### config.mk
export PLATFORM = sky130hd
export DESIGN_NAME = mem_dsram_ctrl
export DESIGN_NICKNAME = d
export VERILOG_FILES = /design/src/rtl/mem_dsram_ctrl.sv
export SDC_FILE = /design/constraint.sdc
export NUM_CORES = 1
export LEC_CHECK = 0
export BUFFER_PORTS_ARGS = -buffer_cell sky130_fd_sc_hd__buf_2
export CAP_MARGIN = 40
export CORE_MARGIN = 5
export CORE_UTILIZATION = 50
export DETAILED_ROUTE_END_ITERATION = 7
export PLACE_DENSITY = 0.81
export SETUP_SLACK_MARGIN = 0.5
export SLEW_MARGIN = 5
export SYNTH_ARGS = -nofsm -noshare
export SYNTH_HDL_FRONTEND = slang
export SYNTH_SLANG_ARGS = --single-unit
### constraint.sdc
create_clock -name clk -period 4.7 [get_ports clk]
set_clock_uncertainty 0.05 [all_clocks]
set_input_delay 0.94 -clock clk [delete_from_list [all_inputs] [get_ports clk]]
set_output_delay 0.94 -clock clk [all_outputs]
set_load 0.02 [all_outputs]
### src/rtl/mem_dsram_ctrl.sv
// MEM-stage sequencer for a req/addr_ok/data_ok data SRAM: one access at a time,
// with a watchdog and an alignment check that turn faults into error completions.
module mem_dsram_ctrl #(
    parameter int unsigned TIMEOUT = 255
) (
    input  logic        clk,
    input  logic        reset,
    input  logic        mem_valid,
    input  logic        mem_access,
    input  logic        mem_we,
    input  logic        mem_byte,
    input  logic [31:0] mem_addr,
    input  logic [31:0] mem_wdata,
    input  logic        wb_allow_in,
    output logic        mem_ready_go,
    output logic [31:0] mem_rdata,
    output logic        mem_err,
    output logic        data_sram_req,
    output logic        data_sram_wr,
    output logic [1:0]  data_sram_size,
    output logic [3:0]  data_sram_wstrb,
    output logic [31:0] data_sram_addr,
    output logic [31:0] data_sram_wdata,
    input  logic        data_sram_addr_ok,
    input  logic        data_sram_data_ok,
    input  logic [31:0] data_sram_rdata
);

    localparam int unsigned CW = ($clog2(TIMEOUT) > 8) ? $clog2(TIMEOUT) : 8;

    typedef enum logic [1:0] {IDLE, ADDR, DATA, HOLD} state_t;

    state_t        state_q, state_d;
    logic          we_q, byte_q, err_q;
    logic [31:0]   addr_q, wdata_q, rdata_q;
    logic [CW-1:0] cnt_q;
    logic          start, misalign, expired;
    logic [7:0]    lane;

    assign start    = mem_valid & mem_access;
    assign misalign = !mem_byte && (mem_addr[1:0] != 2'b00);
    assign expired  = cnt_q >= CW'(TIMEOUT - 1);

    always_ff @(posedge clk or posedge reset) begin
        if (reset) state_q <= IDLE;
        else       state_q <= state_d;
    end

    // A handshake arriving on the last watchdog cycle still wins over the timeout.
    always_comb begin
        state_d = state_q;
        case (state_q)
            IDLE: if (start) state_d = misalign ? HOLD : ADDR;
            ADDR: if (data_sram_addr_ok) state_d = DATA;
                  else if (expired)      state_d = HOLD;
            DATA: if (data_sram_data_ok || expired) state_d = HOLD;
            HOLD: if (wb_allow_in) state_d = IDLE;
            default: state_d = IDLE;
        endcase
    end

    always_ff @(posedge clk or posedge reset) begin
        if (reset) begin
            we_q    <= 1'b0;
            byte_q  <= 1'b0;
            err_q   <= 1'b0;
            addr_q  <= '0;
            wdata_q <= '0;
            rdata_q <= '0;
            cnt_q   <= '0;
        end else begin
            case (state_q)
                IDLE: if (start) begin
                    we_q    <= mem_we;
                    byte_q  <= mem_byte;
                    addr_q  <= mem_addr;
                    wdata_q <= mem_wdata;
                    err_q   <= misalign;
                    rdata_q <= '0;
                    cnt_q   <= '0;
                end
                ADDR: begin
                    cnt_q <= cnt_q + 1'b1;
                    if (!data_sram_addr_ok && expired) err_q <= 1'b1;
                end
                DATA: begin
                    cnt_q <= cnt_q + 1'b1;
                    if (data_sram_data_ok) rdata_q <= we_q ? '0 : data_sram_rdata;
                    else if (expired)      err_q   <= 1'b1;
                end
                default: ;
            endcase
        end
    end

    always_comb begin
        data_sram_req   = (state_q == ADDR);
        data_sram_wr    = data_sram_req & we_q;
        data_sram_size  = (data_sram_req && !byte_q) ? 2'd2 : 2'd0;
        data_sram_wstrb = '0;
        if (data_sram_req && we_q) data_sram_wstrb = byte_q ? (4'b0001 << addr_q[1:0]) : 4'b1111;
        data_sram_addr  = data_sram_req ? addr_q : '0;
        data_sram_wdata = '0;
        if (data_sram_req) data_sram_wdata = byte_q ? {4{wdata_q[7:0]}} : wdata_q;
        case (addr_q[1:0])
            2'd0:    lane = rdata_q[7:0];
            2'd1:    lane = rdata_q[15:8];
            2'd2:    lane = rdata_q[23:16];
            default: lane = rdata_q[31:24];
        endcase
        if (we_q)        mem_rdata = '0;
        else if (byte_q) mem_rdata = {{24{lane[7]}}, lane};
        else             mem_rdata = rdata_q;
        mem_err      = err_q;
        mem_ready_go = !start || (state_q == HOLD);
    end

endmodule

==> summary.md <==
Yosys mapped a number of flops with a built-in enable equal to 0. The number of global-route vias before repair was 4845; the portion of netlist area occupied by mux cells was 15.4%. After clock tree synthesis, the clock-pin slew on the worst setup and hold paths is 0.09 ns. The average instance area after synthesis was 9.56 µm². In this run the tightest slew margin relative to its limit is 49.2%.

The max-slew violation count was 0. Of the total synthesized cell area, the portion taken by full adders, half adders and majority gates is 1.57%. For the final RePlAce weighted congestion, the log shows 0.922.

Buffers inserted to repair hold after CTS numbered 0. The tools report the row count as 38. The critical path's top delay family was compound AO/OA/AOI/OAI gates. In this run the vertical extent of the chip is 116 µm. The floorplan die width was 116 µm. The final critical path takes up 76.2% of the cycle.

Delay of the slowest cell on the worst path: 0.74 ns. For the worst setup path, the data required time is 3.71 ns. In the final routed layout, each cell accounts on average for 16.3 µm. The root buffer selected by CTS is sky130_fd_sc_hd__clkbuf_8. The synthesized netlist devotes 6.55% of its cell area to compound gates. Power spread over the standard cell area amounts to 721 nW/µm². The synthesized design contains 109 register bits. The number of gates resized after CTS was 0. The first-iteration detailed-routing DRC count was 359; the peak fanout along the critical path was 25. In this run the cell area of the synthesized design comes to 5580 µm². The slowest stage of the critical path belongs to the cell sky130_fd_sc_hd__dfrtp_1.

The maximum number of pins on one net before global-route repair is 72, and the placed wire-length estimate after detailed placement is 11400 µm. Number of nets in the synthesized netlist: 695. The tools report the pre-CTS worst setup slack as 1.54 ns. The via-per-instance ratio was 5.30; the worst-skew pair later-pin latency was 0.36 ns. For this run, the post-layout net count is 882.

For the setup fix buffers added after clock tree synthesis, the log shows 0. After synthesis, flip-flops and latches occupy 48.9% of the total area. The synthesized netlist devotes 23.5% of its cell area to simple gates. The synthesis-to-layout area growth was 23.8%. The antenna diode instance count is 0, and the number of hold violations in the final report is 0. The tools report the arrival time at the worst endpoint as 2.59 ns. The die area is 13400 µm², and the footprint of the flip-flops and latches is 2730 µm².

For this run the aggregate overflow at the end of global routing stands at 0. Setup repair after global routing left no endpoint under its margin. The tools report the number of inserted filler cells in the final layout as 894. The share of flip-flops with an asynchronous set or reset works out to 100%. The logs give 4828 for the total via count after detailed routing and 9 for the number of buffers created by CTS.

The number of design rule violations left after detail routing is 0. The total of buffers placed on input and output ports is 209. The remaining antenna violation count came out at 0. In the global route stage, overall resource usage came out at 22.5%. During I/O placement, the number of pins put on the boundary was 211.

Most common cell after layout, fill and taps aside: sky130_fd_sc_hd__buf_2. The logs give 0 for the number of antenna violations at the first check in global routing and 2 for the maximum buffer depth of the clock tree. The initial cell density of the core was 51.2%. Among all flip-flop cells after synthesis, the most frequent one is sky130_fd_sc_hd__dfrtp_1. In the final layout, the multi-input gates occupy 2660 µm². The max-cap violation count is 0, and the setup slack after layout is 1.12 ns.

Setup violations remaining at the end of the flow were counted as 0. The logs give 23800 µm for the first-pass GRT wire length and 0 ns for the setup total negative slack. By area, the combinational part of the netlist is dominated by simple AND/OR/NAND/NOR gates. The post-synthesis cell count is 583.

The setup path with the least slack is of type reg -> out. The tools report the maximum ir drop on the vdd rail as 358 µV. STA classifies the critical path endpoint as a primary output. The total length of routed wires came out at 14900 µm. For this run, the number of Yosys warnings is 0. The first detailed-routing pass took 5 iterations. The time the worst path needs with I/O delays and setup was 3.58 ns; the number of distinct library cells after synthesis was 38. The total area inside the core boundary comes to 10900 µm². The slew at the pin closest to its max-slew limit came out at 0.758 ns.

Traced cell by cell, the critical path runs through mux2_2 -> o22ai_1 -> a211o_1 -> nor2_1 -> buf_2. In the final layout, the share of cells above drive strength 1 is 39.8%. TritonCTS built the clock tree. The buffers plus inverters on the worst setup path works out to 1. Leaving out fill and tap cells, the most frequent cells in the layout are sky130_fd_sc_hd__buf_2, sky130_fd_sc_hd__dfrtp_1, sky130_fd_sc_hd__nand2_1, sky130_fd_sc_hd__nor2_1, sky130_fd_sc_hd__mux2_2. The startpoint class of the critical path is a flop.

CTS built an H-tree with a depth of 3. The flow ran to the end, and the final reports show no timing, DRC or antenna violations. Derived from the worst setup path, the maximum achievable clock frequency is 279 MHz. The XOR/XNOR share of the synthesized area works out to 0.314%.

The min-delay analysis places its worst path in the category reg -> reg. The sink count of the clock tree was 109; the cell leakage power was 3.65 nW.
state kept, by name, indices dropped and copies added, names as in the netlist:
| register | count |
|---|---|
| rdata_q | 32 |
| wdata_q | 32 |
| addr_q | 32 |
| state_q | 2 |
| byte_q | 1 |
| we_q | 1 |
| cnt_q | 8 |
| mem_err | 1 |
cells by family (layout without fill, tap and decap cells):
family / Yosys count / in the layout
flip-flops: 109 / 109
AO/OA/AOI/OAI: 59 / 59
adder cells (fa/ha/maj): 7 / 7
multiplexers: 75 / 75
buffers and inverters: 49 / 237
XOR/XNOR: 2 / 2
AND/OR/NAND/NOR: 281 / 281
other: 1 / 1
stage by stage:
stage / total power [mW] / instances / hold slack [ns] / utilization [%] / instance area (µm²)
floorplan: 3.63 / 583 / 0.405 / - / 5580
global placement: 4.37 / 894 / 0.428 / 61.2 / 6670
detailed placement: 4.52 / 899 / 0.439 / 62.1 / 6760
CTS: 5.00 / 911 / 0.460 / 63.4 / 6900
global route: 5.36 / 911 / 0.473 / 63.4 / 6900
finish: 4.98 / 911 / 0.455 / 63.4 / 6900
path summary, 6_finish.rpt:
check | startpoint | to | slack, ns | cells after the start
max in group asynchronous | reset | wdata_q[9]$_DFFE_PP0P_ | 3.40 | 3
hold / removal | addr_q[29]$_DFFE_PP0P_ | addr_q[29]$_DFFE_PP0P_ | 0.46 | 1
setup / recovery | addr_q[1]$_DFFE_PP0P_ | mem_rdata[7] | 1.12 | 5
hold reg to reg | addr_q[29]$_DFFE_PP0P_ | addr_q[29]$_DFFE_PP0P_ | 0.46 | 1
min in group asynchronous | reset | addr_q[8]$_DFFE_PP0P_ | 0.50 | 2
setup reg to reg | state_q[1]$_DFFE_PP0P_ | state_q[0]$_DFFE_PP0P_ | 2.44 | 7
metal layers:
metal	vias to the layer above	wire, µm	global-route usage [%]
met5	-	0	0
met4	0	296	7.82
met3	26	1450	5.17
met2	227	7190	37.3
met1	2270	5950	29.1
li1	2305	-	-
cells in the mapped netlist, types with 3 or more instances:
master,number,share of area (%)
sky130_fd_sc_hd__a221oi_1,5,0.79
sky130_fd_sc_hd__o21a_1,5,0.67
sky130_fd_sc_hd__mux2_2,68,14
sky130_fd_sc_hd__mux2i_1,5,0.90
sky130_fd_sc_hd__clkbuf_1,27,1.8
sky130_fd_sc_hd__nor2b_1,3,0.34
sky130_fd_sc_hd__nand2_1,88,5.9
sky130_fd_sc_hd__dfrtp_1,109,49
sky130_fd_sc_hd__nand2b_1,26,2.9
sky130_fd_sc_hd__nor4_1,5,0.56
sky130_fd_sc_hd__buf_2,11,0.99
sky130_fd_sc_hd__o21ai_0,7,0.63
sky130_fd_sc_hd__ha_1,7,1.6
sky130_fd_sc_hd__inv_1,7,0.47
sky130_fd_sc_hd__a21oi_1,31,2.8
sky130_fd_sc_hd__nand3_1,39,3.5
sky130_fd_sc_hd__and2_1,41,4.6
sky130_fd_sc_hd__nor2_1,74,5.0
area by class of cell:
type                            count  area share [%]
Clock buffer                       12            2.10
Inverter                            8           0.471
Multi-Input combinational cell    425            38.5
Sequential cell                   109            39.5
Tap cell                          140            2.54
Timing Repair Buffer              217            16.8
where the power goes:
part / switching, mW / total [mW] / internal, mW
clock network: 0.282 / 0.478 / 0.197
logic: 1.67 / 2.75 / 1.07
registers: 0.369 / 1.75 / 1.38
(Power assumes the default switching activity.)
